**src/rtl/foosball_pkg.sv**
```systemverilog
// Shared types and defaults for the foosball rod, draw and collision blocks.
package foosball_pkg;

  localparam int unsigned COORD_W = 11;
  localparam int unsigned CALC_W  = COORD_W + 1;
  localparam int unsigned CNT_W   = 8;

  localparam int unsigned DEF_Y_MIN           = 0;
  localparam int unsigned DEF_Y_MAX           = 300;
  localparam int unsigned DEF_Y_INIT          = 150;
  localparam int unsigned DEF_STEP            = 4;
  localparam int unsigned DEF_KICK_FRAMES     = 6;
  localparam int unsigned DEF_COOLDOWN_FRAMES = 20;

  typedef enum logic [1:0] {
    StIdle,
    StKick,
    StCooldown
  } rod_state_t;

endpackage

```
**src/rtl/rod_player_fsm.sv**
```systemverilog
// One player's rod: kick key edge detect, pending kick, kick/cooldown FSM and clamped motion.
module rod_player_fsm
  import foosball_pkg::*;
#(
  parameter int unsigned Y_MIN           = DEF_Y_MIN,
  parameter int unsigned Y_MAX           = DEF_Y_MAX,
  parameter int unsigned Y_INIT          = DEF_Y_INIT,
  parameter int unsigned STEP            = DEF_STEP,
  parameter int unsigned KICK_FRAMES     = DEF_KICK_FRAMES,
  parameter int unsigned COOLDOWN_FRAMES = DEF_COOLDOWN_FRAMES
) (
  input  logic               clk,
  input  logic               resetN,
  input  logic               tick_i,
  input  logic               running_i,
  input  logic               up_i,
  input  logic               down_i,
  input  logic               right_i,
  output logic [COORD_W-1:0] y_o,
  output logic               kick_o,
  output logic               strobe_o
);

  localparam logic [CALC_W-1:0] StepW = CALC_W'(STEP);
  localparam logic [CALC_W-1:0] MinW  = CALC_W'(Y_MIN);
  localparam logic [CALC_W-1:0] MaxW  = CALC_W'(Y_MAX);
  localparam logic [CALC_W-1:0] LoLim = MinW + StepW;

  rod_state_t         state_q, state_d;
  logic [CNT_W-1:0]   cnt_q, cnt_d;
  logic [COORD_W-1:0] y_q, y_d;
  logic               pend_q, pend_d;
  logic               right_q;
  logic               strobe_q, strobe_d;
  logic               kick_q;
  logic [CALC_W-1:0]  y_ext, y_calc;

  assign y_ext = {1'b0, y_q};

  always_comb begin
    state_d  = state_q;
    cnt_d    = cnt_q;
    pend_d   = pend_q;
    strobe_d = 1'b0;
    y_calc   = y_ext;
    if (tick_i) begin
      pend_d = 1'b0;
      if (state_q != StKick) begin
        if (up_i && !down_i) begin
          // Compare before subtracting so a wrap below zero can never escape the clamp.
          y_calc = (y_ext < LoLim) ? MinW : y_ext - StepW;
        end else if (down_i && !up_i) begin
          y_calc = (y_ext + StepW > MaxW) ? MaxW : y_ext + StepW;
        end
      end
      unique case (state_q)
        StIdle: begin
          if (pend_q) begin
            state_d  = StKick;
            cnt_d    = CNT_W'(KICK_FRAMES - 1);
            strobe_d = 1'b1;
          end
        end
        StKick: begin
          if (cnt_q == '0) begin
            if (COOLDOWN_FRAMES == 0) begin
              state_d = StIdle;
            end else begin
              state_d = StCooldown;
              cnt_d   = CNT_W'(COOLDOWN_FRAMES - 1);
            end
          end else begin
            cnt_d = cnt_q - CNT_W'(1);
          end
        end
        StCooldown: begin
          if (cnt_q == '0) state_d = StIdle;
          else             cnt_d   = cnt_q - CNT_W'(1);
        end
        default: state_d = StIdle;
      endcase
    end
    // Set after the tick clear: an edge coinciding with a tick is served on the next tick.
    if (running_i && right_i && !right_q) pend_d = 1'b1;
    y_d = y_calc[COORD_W-1:0];
  end

  always_ff @(posedge clk or negedge resetN) begin
    if (!resetN) begin
      state_q  <= StIdle;
      cnt_q    <= '0;
      y_q      <= COORD_W'(Y_INIT);
      pend_q   <= 1'b0;
      right_q  <= 1'b0;
      strobe_q <= 1'b0;
      kick_q   <= 1'b0;
    end else begin
      state_q  <= state_d;
      cnt_q    <= cnt_d;
      y_q      <= y_d;
      pend_q   <= pend_d;
      right_q  <= right_i;
      strobe_q <= strobe_d;
      kick_q   <= (state_d == StKick);
    end
  end

  assign y_o      = y_q;
  assign kick_o   = kick_q;
  assign strobe_o = strobe_q;

endmodule

```
**src/rtl/rod_motion_ctrl.sv**
```systemverilog
// Both players' rods plus the space-key run/pause toggle; motion advances only on frame ticks.
module rod_motion_ctrl
  import foosball_pkg::*;
#(
  parameter int unsigned Y_MIN           = DEF_Y_MIN,
  parameter int unsigned Y_MAX           = DEF_Y_MAX,
  parameter int unsigned Y_INIT          = DEF_Y_INIT,
  parameter int unsigned STEP            = DEF_STEP,
  parameter int unsigned KICK_FRAMES     = DEF_KICK_FRAMES,
  parameter int unsigned COOLDOWN_FRAMES = DEF_COOLDOWN_FRAMES
) (
  input  logic               clk,
  input  logic               resetN,
  input  logic               startOfFrame,
  input  logic               space,
  input  logic               up_direction,
  input  logic               down_direction,
  input  logic               right_direction,
  input  logic               up2_direction,
  input  logic               down2_direction,
  input  logic               right2_direction,
  output logic               running,
  output logic [COORD_W-1:0] rod1_y,
  output logic [COORD_W-1:0] rod2_y,
  output logic               kick1,
  output logic               kick2,
  output logic               kick1_strobe,
  output logic               kick2_strobe
);

  logic space_q, space_qq;
  logic running_q;
  logic tick;

  // Edge taken between the input register and its delayed copy, so running moves two cycles
  // after the pin.
  always_ff @(posedge clk or negedge resetN) begin
    if (!resetN) begin
      space_q   <= 1'b0;
      space_qq  <= 1'b0;
      running_q <= 1'b0;
    end else begin
      space_q  <= space;
      space_qq <= space_q;
      if (space_q && !space_qq) running_q <= !running_q;
    end
  end

  assign tick    = startOfFrame && running_q;
  assign running = running_q;

  rod_player_fsm #(
    .Y_MIN          (Y_MIN),
    .Y_MAX          (Y_MAX),
    .Y_INIT         (Y_INIT),
    .STEP           (STEP),
    .KICK_FRAMES    (KICK_FRAMES),
    .COOLDOWN_FRAMES(COOLDOWN_FRAMES)
  ) u_player1 (
    .clk      (clk),
    .resetN   (resetN),
    .tick_i   (tick),
    .running_i(running_q),
    .up_i     (up_direction),
    .down_i   (down_direction),
    .right_i  (right_direction),
    .y_o      (rod1_y),
    .kick_o   (kick1),
    .strobe_o (kick1_strobe)
  );

  rod_player_fsm #(
    .Y_MIN          (Y_MIN),
    .Y_MAX          (Y_MAX),
    .Y_INIT         (Y_INIT),
    .STEP           (STEP),
    .KICK_FRAMES    (KICK_FRAMES),
    .COOLDOWN_FRAMES(COOLDOWN_FRAMES)
  ) u_player2 (
    .clk      (clk),
    .resetN   (resetN),
    .tick_i   (tick),
    .running_i(running_q),
    .up_i     (up2_direction),
    .down_i   (down2_direction),
    .right_i  (right2_direction),
    .y_o      (rod2_y),
    .kick_o   (kick2),
    .strobe_o (kick2_strobe)
  );

endmodule

```
**config.mk**
```make
export PLATFORM = sky130hd
export DESIGN_NAME = rod_motion_ctrl
export DESIGN_NICKNAME = d
export VERILOG_FILES = /design/src/rtl/foosball_pkg.sv /design/src/rtl/rod_player_fsm.sv /design/src/rtl/rod_motion_ctrl.sv
export SDC_FILE = /design/constraint.sdc
export NUM_CORES = 1
export LEC_CHECK = 0
export CAP_MARGIN = 15
export CORE_MARGIN = 2
export CORE_UTILIZATION = 38
export CTS_BUF_LIST = sky130_fd_sc_hd__clkbuf_8
export CTS_CLUSTER_SIZE = 20
export DETAILED_ROUTE_END_ITERATION = 6
export MAX_ROUTING_LAYER = met4
export PLACE_DENSITY_LB_ADDON = 0.12
export SETUP_SLACK_MARGIN = 0.3
export SYNTH_ARGS = -nofsm -noshare
export SYNTH_HDL_FRONTEND = slang
export SYNTH_SLANG_ARGS = --single-unit
```
**constraint.sdc**
```tcl
create_clock -name clk -period 2.65 [get_ports clk]
set_input_delay 0.53 -clock clk [delete_from_list [all_inputs] [get_ports clk]]
set_output_delay 0.53 -clock clk [all_outputs]
set_load 0.1 [all_outputs]
```
==> results of run 1 <==
worst max path at each step:
stage                        to  slack (ns)        startpoint  cells after the start
2_1_floorplan  u_player2.y_o[5]        0.21  u_player2.y_o[2]                      7
3_3_place_gp   u_player2.y_o[7]        0.21   down2_direction                      8
3_5_place_dp   u_player2.y_o[7]        0.11   down2_direction                      8
4_1_cts        u_player1.y_o[7]        0.30  u_player1.y_o[2]                      7
5_1_grt        u_player1.y_o[7]        0.28  u_player1.y_o[2]                      8
6_report       u_player2.y_o[5]        0.39  u_player2.y_o[7]                      6
cell usage in the layout, fill, tap and decap left out, drive strengths merged, types with 3 or more instances in the layout:
cell type and count:
or4 3, o22ai 7, inv 23, nand4 5
o22a 3, nor2 26, xnor2 6, o31ai 7
or3 6, ha 20, a21oi 22, nor4 6
nand2b 7, a21o 5, and2 4, clkbuf 8
o21ai 44, clkdlybuf4s50 8, buf 48, a32oi 5
xor2 4, a211oi 5, o41ai 3, and3 7
nor2b 9, dfstp 8, nor3b 4, a31oi 11
nand2 44, o21a 5, dfrtp 43, nand3 13
nor3 15
kinds of logic (layout without fill, tap and decap cells):
group	Yosys count	after routing	synth area share, %
compound gates	141	141	26.4
xor+xnor	10	10	2.44
fa+ha+maj	20	20	6.97
buf+inv	47	88	5.51
flops	51	51	35.8
other cells	1	2	0.104
simple gates	157	157	22.8
registers in the layout (all words and copies together) (netlist names):
name                flops
u_player1.right_q       1
u_player2.cnt_q         8
u_player2.strobe_o      1
space_qq                1
u_player2.pend_q        1
u_player1.state_q       2
space_q                 1
u_player1.strobe_o      1
u_player2.state_q       2
u_player2.kick_o        1
u_player2.right_q       1
u_player1.y_o          10
u_player2.y_o          10
u_player1.cnt_q         8
u_player1.kick_o        1
running                 1
u_player1.pend_q        1
per-layer routing:
metal	GRT usage, %	vias up
li1	-	1650
met1	25.3	1617
met2	28.5	86
met3	2.48	5
met4	3.74	0
met5	-	-
where the power goes:
part	switching (W)	leakage (nW)	internal, W
sequential	0.000406	0.619	0.00108
combinational	0.00200	1.09	0.00105
clock	0.000266	0.0505	0.000238
total	0.00268	1.76	0.00237
timing repair:
item	4_1_cts	5_1_grt
setup buffers	0	6
gates resized for setup	3	6
pin swaps	0	1
endpoints found under the setup margin	7	8
layout make-up:
type                    count  area [um^2]
fillers                   916         4920
multi-input cells         330         2180
flip-flops and latches     51         1320
repair buffers             57          443
well taps                 111          139
clock buffers               7         96.3
inverters                  23         91.3
clock inverters             1         7.51
per-stage QoR:
step	worst slack, ns	cell area [um^2]	total power [W]	hold WS, ns	util (%)
after floorplan	0.208	3660	0.00375	0.234	-
after global placement	0.210	4080	0.00442	0.363	44.3
after detailed placement	0.112	4080	0.00443	0.371	44.3
after CTS	0.296	4190	0.00498	0.354	45.6
after global routing	0.281	4280	0.00547	0.385	46.5
final	0.391	4280	0.00504	0.320	46.5
worst max-delay path: cells and delay by family, from the launching register on:
| kind | cells | cell delay [ns] |
|---|---|---|
| compound gates | 4 | 0.77 |
| flops | 1 | 0.69 |
| simple gates | 2 | 0.69 |
==> impl_metrics.prom, run 1 <==
# TYPE chip_impl_metric gauge
chip_impl_metric{name="die_height",unit="um"} 101
chip_impl_metric{name="fp.coreArea",unit="um^2"} 9200
chip_impl_metric{name="insertion_delay",unit="ns"} 0.31
chip_impl_metric{name="drt_pre_antenna_iters",unit=""} 5
chip_impl_metric{name="fin_crit_sh",unit="%"} 85.2
chip_impl_metric{name="gr-total-overflow",unit=""} 0
chip_impl_metric{name="slew_headroom",unit="%"} 55.9
chip_impl_metric{name="first_global_vias",unit=""} 3068
chip_impl_metric{name="die-width",unit="um"} 101
chip_impl_metric{name="reg2reg_setup_slack",unit="ns"} 0.39
chip_impl_metric{name="layout-drive-gt1-share",unit="%"} 19.0
chip_impl_metric{name="antennaDiodeCount",unit=""} 0
chip_impl_metric{name="syn_avg_cell_area",unit="um^2"} 8.41
chip_impl_metric{name="drtAntennaViolNets",unit=""} 0
chip_impl_info{name="grt_setup_unrepaired",value="yes"} 1
chip_impl_metric{name="postSynthRegisterBits",unit=""} 51
chip_impl_metric{name="cts_sinks",unit=""} 51
chip_impl_metric{name="post_synthesis_async_set_or_reset_flop_share",unit="%"} 100
chip_impl_info{name="outcome",value="finished, final reports clean"} 1
chip_impl_metric{name="wirelength",unit="um"} 8720
chip_impl_info{name="worstReg2RegEnd",value="u_player2.y_o[5]"} 1
chip_impl_metric{name="clock.fmax",unit="MHz"} 443
chip_impl_metric{name="worst_slew_pin_slew",unit="ns"} 0.662
chip_impl_info{name="worstPathCellList",value="nand3_2 -> or4_4 -> a2111oi_4 -> a21o_4 -> a22oi_2 -> o22a_1"} 1
chip_impl_info{name="critical_path_class",value="reg -> reg"} 1
chip_impl_metric{name="synth_edf_count",unit=""} 0
chip_impl_metric{name="antenna_found_initial",unit=""} 0
chip_impl_info{name="post_synth_main_area_contributors",value="sky130_fd_sc_hd__dfrtp_1 (30%), sky130_fd_sc_hd__ha_1 (7.0%), sky130_fd_sc_hd__o21ai_0 (6.0%), sky130_fd_sc_hd__dfstp_2 (5.9%), sky130_fd_sc_hd__nand2_1 (4.6%)"} 1
chip_impl_metric{name="cpPeakStageDelay",unit="ns"} 0.69
chip_impl_metric{name="routed-wl-met3",unit="um"} 362
chip_impl_metric{name="area.growth.synth_to_final",unit="%"} 19.2
chip_impl_info{name="ys_top_cells_by_count",value="sky130_fd_sc_hd__nand2_1 (44), sky130_fd_sc_hd__dfrtp_1 (43), sky130_fd_sc_hd__o21ai_0 (43)"} 1
chip_impl_metric{name="average_detailed_routed_wire_length_per_instance",unit="um"} 15.0
chip_impl_info{name="end_kind",value="register"} 1
chip_impl_metric{name="max-vdd-ir-drop",unit="uV"} 802
chip_impl_metric{name="synth.cell_area",unit="um^2"} 3590
chip_impl_metric{name="yosysWarningCount",unit=""} 0
chip_impl_metric{name="cts_buffers",unit=""} 5
chip_impl_metric{name="total_grt_usage",unit="%"} 18.2
chip_impl_metric{name="gp_congestion",unit=""} 0.819
chip_impl_metric{name="postCtsHoldBufs",unit=""} 0
chip_impl_metric{name="detailroute.wirelength.met2",unit="um"} 4170
chip_impl_metric{name="drtIter0Drc",unit=""} 135
chip_impl_metric{name="effective_utilization_at_floorplan",unit="%"} 39.0
chip_impl_metric{name="netlist_cell_types",unit=""} 66
chip_impl_metric{name="power_per_cell_area",unit="nW/um^2"} 1180
chip_impl_info{name="crit_slowest_cell",value="sky130_fd_sc_hd__dfstp_4"} 1
chip_impl_metric{name="cts_htree_levels",unit=""} 2
chip_impl_metric{name="grt_max_degree",unit=""} 52
chip_impl_metric{name="placed_instances",unit=""} 566
chip_impl_info{name="yosysMostFrequentCell",value="sky130_fd_sc_hd__nand2_1"} 1
chip_impl_info{name="clock_tree_root_driver_cell",value="sky130_fd_sc_hd__clkbuf_8"} 1
chip_impl_info{name="startpoint_type",value="register"} 1
chip_impl_metric{name="num-nets-final",unit=""} 498
chip_impl_metric{name="setup_viol_count_final",unit=""} 0
chip_impl_metric{name="worst-path-max-fanout",unit=""} 8
chip_impl_metric{name="place.detailed.hpwl",unit="um"} 6270
chip_impl_info{name="hold_class",value="in -> async"} 1
chip_impl_metric{name="drt-met1-wl",unit="um"} 4130
chip_impl_metric{name="worst-endpoint-required",unit="ns"} 2.85
chip_impl_metric{name="finish.cell_count_without_fillers",unit=""} 580
chip_impl_metric{name="ys_seq_area_share",unit="%"} 35.8
chip_impl_metric{name="number_of_placement_rows",unit=""} 35
chip_impl_info{name="synth_top_area_cell",value="sky130_fd_sc_hd__dfrtp_1"} 1
chip_impl_metric{name="cell_count_after_synthesis",unit=""} 427
chip_impl_metric{name="fin_skew",unit="ns"} 0.0136
chip_impl_metric{name="power.static_leakage",unit="nW"} 1.76
chip_impl_metric{name="clkSlewWorstSetupHoldPaths",unit="ns"} 0.10
chip_impl_metric{name="viasPerCell",unit=""} 5.79
chip_impl_metric{name="synthDominantCellAreaShare",unit="%"} 30.0
chip_impl_info{name="highest_layer",value="met4"} 1
chip_impl_metric{name="drt_drc_violations_left",unit=""} 0
chip_impl_metric{name="ios",unit=""} 37
chip_impl_metric{name="grt_pass1_wl",unit="um"} 14800
chip_impl_metric{name="vias",unit=""} 3358
chip_impl_info{name="synth_ff_type",value="sky130_fd_sc_hd__dfrtp_1"} 1
chip_impl_metric{name="drv_slew",unit=""} 0
chip_impl_info{name="reg2reg_from",value="u_player2.y_o[7]"} 1
chip_impl_metric{name="timing.final.crit_period",unit="ns"} 2.26
chip_impl_metric{name="cts.path.max_buffers",unit=""} 2
chip_impl_metric{name="worst_ep_arrival_time",unit="ns"} 2.46
chip_impl_info{name="tritoncts",value="built"} 1
chip_impl_metric{name="drv.max_cap_violation_count",unit=""} 0
chip_impl_metric{name="timing_hold_violations_final",unit=""} 0
chip_impl_metric{name="worst-r2r-cell-count",unit=""} 6
chip_impl_metric{name="setup_total_negative_slack",unit="ns"} 0
chip_impl_metric{name="floorplan.die_area",unit="um^2"} 10200
chip_impl_metric{name="portBuffers",unit=""} 34
Power figures use the tool's default switching activity.
==> run 2: changes to the inputs <==
CAP_MARGIN = 20   (was 15)
==> results of run 2 <==
Final layout, timing and power as in run 1 (identical DEF).
==> run 3: changes to the inputs <==
CORE_MARGIN = not set   (was 2)
==> run 3 against run 2 <==
Sequential power hardly changed. Clock power fell by 11%. Via count fell by 0.68%. Critical path depth is 1 higher. Combinational power hardly changed. Largest power group unchanged. Worst setup slack got worse by 0.037 ns.
==> impl_metrics.prom, run 3 (synthesis gave the netlist of run 1 again) <==
# TYPE chip_impl_metric gauge
chip_impl_metric{name="drtIter0Drc",unit=""} 111
chip_impl_metric{name="portBuffers",unit=""} 34
chip_impl_info{name="crit_end",value="u_player1.y_o[7]"} 1
chip_impl_metric{name="timing_hold_violations_final",unit=""} 0
chip_impl_metric{name="worst_slew_pin_slew",unit="ns"} 0.700
chip_impl_metric{name="ios",unit=""} 37
chip_impl_metric{name="wp_buf_inv",unit=""} 0
chip_impl_info{name="worstReg2RegEnd",value="u_player1.y_o[7]"} 1
chip_impl_metric{name="area.growth.synth_to_final",unit="%"} 18.1
chip_impl_metric{name="place_worst_setup_slack",unit="ns"} 0.139
chip_impl_metric{name="clock.fmax",unit="MHz"} 436
chip_impl_metric{name="gr-total-overflow",unit=""} 0
chip_impl_info{name="most_common_cell_after_layout_fill_and_taps_aside",value="sky130_fd_sc_hd__buf_4"} 1
chip_impl_info{name="startpoint",value="u_player1.y_o[2]"} 1
chip_impl_metric{name="worst-r2r-cell-count",unit=""} 7
chip_impl_metric{name="setup_viol_count_final",unit=""} 0
chip_impl_info{name="tritoncts",value="built"} 1
chip_impl_metric{name="die_height",unit="um"} 99.2
chip_impl_info{name="grt_setup_unrepaired",value="yes"} 1
chip_impl_metric{name="insertion_delay",unit="ns"} 0.30
chip_impl_metric{name="cp.depth",unit=""} 7
chip_impl_metric{name="fin_skew",unit="ns"} 0.00860
chip_impl_metric{name="drv.max_cap_violation_count",unit=""} 0
chip_impl_metric{name="setup_total_negative_slack",unit="ns"} 0
chip_impl_metric{name="worst-path-max-fanout",unit=""} 7
chip_impl_info{name="cp_top_family",value="compound AO/OA/AOI/OAI gates"} 1
chip_impl_info{name="grt_busiest_layer",value="met2"} 1
chip_impl_info{name="clock_tree_root_driver_cell",value="sky130_fd_sc_hd__clkbuf_8"} 1
chip_impl_metric{name="cpPeakStageDelay",unit="ns"} 0.69
chip_impl_metric{name="drv_slew",unit=""} 0
chip_impl_metric{name="power_per_cell_area",unit="nW/um^2"} 1170
chip_impl_info{name="outcome",value="finished, final reports clean"} 1
chip_impl_info{name="end_kind",value="register"} 1
chip_impl_metric{name="die-width",unit="um"} 99.2
chip_impl_metric{name="place.detailed.hpwl",unit="um"} 6280
chip_impl_metric{name="worst-endpoint-required",unit="ns"} 2.89
chip_impl_metric{name="cts_sinks",unit=""} 51
chip_impl_metric{name="vias",unit=""} 3335
chip_impl_metric{name="drtAntennaViolNets",unit=""} 0
chip_impl_metric{name="drt_drc_violations_left",unit=""} 0
chip_impl_metric{name="average_detailed_routed_wire_length_per_instance",unit="um"} 15.2
chip_impl_info{name="hold_class",value="in -> async"} 1
chip_impl_metric{name="antenna_found_initial",unit=""} 0
chip_impl_metric{name="grt_pass1_wl",unit="um"} 15200
chip_impl_metric{name="gp_congestion",unit=""} 0.845
chip_impl_metric{name="first_global_vias",unit=""} 3098
chip_impl_info{name="reg2reg_from",value="u_player1.y_o[2]"} 1
chip_impl_metric{name="fp.coreArea",unit="um^2"} 9200
chip_impl_metric{name="groute.layer.met1.usage",unit="%"} 27.1
chip_impl_metric{name="wirelength",unit="um"} 8850
chip_impl_metric{name="num-nets-final",unit=""} 499
chip_impl_metric{name="number_of_placement_rows",unit=""} 35
chip_impl_metric{name="cts_buffers",unit=""} 5
chip_impl_info{name="startpoint_type",value="register"} 1
chip_impl_metric{name="timing.final.crit_period",unit="ns"} 2.30
chip_impl_metric{name="grt_max_degree",unit=""} 52
chip_impl_metric{name="power.static_leakage",unit="nW"} 1.76
chip_impl_metric{name="antennaDiodeCount",unit=""} 0
chip_impl_info{name="layout.cells.most_common_list",value="sky130_fd_sc_hd__buf_4 (48), sky130_fd_sc_hd__nand2_1 (44), sky130_fd_sc_hd__o21ai_0 (41)"} 1
chip_impl_metric{name="post-route-worst-setup-slack",unit="ns"} 0.354
chip_impl_metric{name="max-vdd-ir-drop",unit="uV"} 675
chip_impl_metric{name="floorplan.die_area",unit="um^2"} 9840
chip_impl_metric{name="clkSlewWorstSetupHoldPaths",unit="ns"} 0.10
chip_impl_metric{name="grt_util_met2",unit="%"} 30.6
chip_impl_metric{name="reg2reg_setup_slack",unit="ns"} 0.35
chip_impl_metric{name="cts.path.max_buffers",unit=""} 2
chip_impl_metric{name="slew_headroom",unit="%"} 52.9
chip_impl_metric{name="worst_ep_arrival_time",unit="ns"} 2.54
chip_impl_metric{name="viasPerCell",unit=""} 5.74
chip_impl_info{name="critical_path_class",value="reg -> reg"} 1
chip_impl_metric{name="fin_crit_sh",unit="%"} 86.6
chip_impl_metric{name="effective_utilization_at_floorplan",unit="%"} 39.0
chip_impl_info{name="crit_slowest_cell",value="sky130_fd_sc_hd__dfstp_4"} 1
chip_impl_metric{name="drt_pre_antenna_iters",unit=""} 4
chip_impl_info{name="worstPathCellList",value="ha_2 -> xor2_1 -> a2111o_1 -> a221o_1 -> a21oi_2 -> a21oi_1 -> o21ai_1"} 1
chip_impl_metric{name="layout-drive-gt1-share",unit="%"} 18.7
chip_impl_metric{name="final.hold.worst_slack",unit="ns"} 0.188
chip_impl_metric{name="gr-usage-met3",unit="%"} 2.53
chip_impl_metric{name="total_grt_usage",unit="%"} 19.5
chip_impl_metric{name="cts_htree_levels",unit=""} 2
[run 3: changes by cell type in the layout (fill, tap and decap cells not counted), sizes merged]
cell,delta
buf,+2
clkbuf,-3
inv,+2
[run 3: timing repair]
| action | in CTS | in global routing |
|---|---|---|
| gates resized for setup | 1 | 3 |
| endpoints found under the setup margin | 2 | 8 |
| gates cloned | 0 | 0 |
| pin swaps | 1 | 1 |
| buffers inserted | 3 | 4 |
| hold buffers | 0 | 0 |
[run 3: how the worst min path moves through the flow]
stage | end | slack [ns] | cells past startpoint
2_1_floorplan | running | 0.23 | 0
4_1_cts | u_player1.y_o[5] | 0.20 | 2
5_1_grt | u_player1.y_o[5] | 0.20 | 2
3_3_place_gp | space_qq | 0.36 | 0
3_5_place_dp | space_qq | 0.37 | 0
6_report | u_player1.y_o[5] | 0.19 | 2
[run 3: layout make-up]
| cell class | count | area (um^2) |
|---|---|---|
| timing repair buffer | 58 | 465 |
| tap | 111 | 139 |
| fill | 946 | 4960 |
| clock buffer | 5 | 68.8 |
| inverter | 23 | 91.3 |
| sequential | 51 | 1320 |
| multi-input combinational | 330 | 2140 |
| clock inverter | 3 | 15.0 |
[run 3: metrics by stage]
step / utilization, % / total power (W) / cells / instance area [um^2]
6_report: 46.1 / 0.00498 / 581 / 4240
5_1_grt: 46.1 / 0.00537 / 581 / 4240
4_1_cts: 45.6 / 0.00495 / 577 / 4200
3_5_place_dp: 44.5 / 0.00445 / 566 / 4090
3_3_place_gp: 44.5 / 0.00442 / 566 / 4090
2_1_floorplan: - / 0.00375 / 428 / 3660
[run 3: layer usage]
layer	routed length [um]	up-vias
li1	-	1650
met1	4430	1599
met2	4050	78
met4	90	0
met3	282	8
met5	0	-
[run 3: report_power, final]
part           leakage, nW  switching [W]  internal [W]
Clock               0.0467       0.000267      0.000180
Sequential           0.619       0.000381       0.00108
Combinational         1.09        0.00202       0.00105
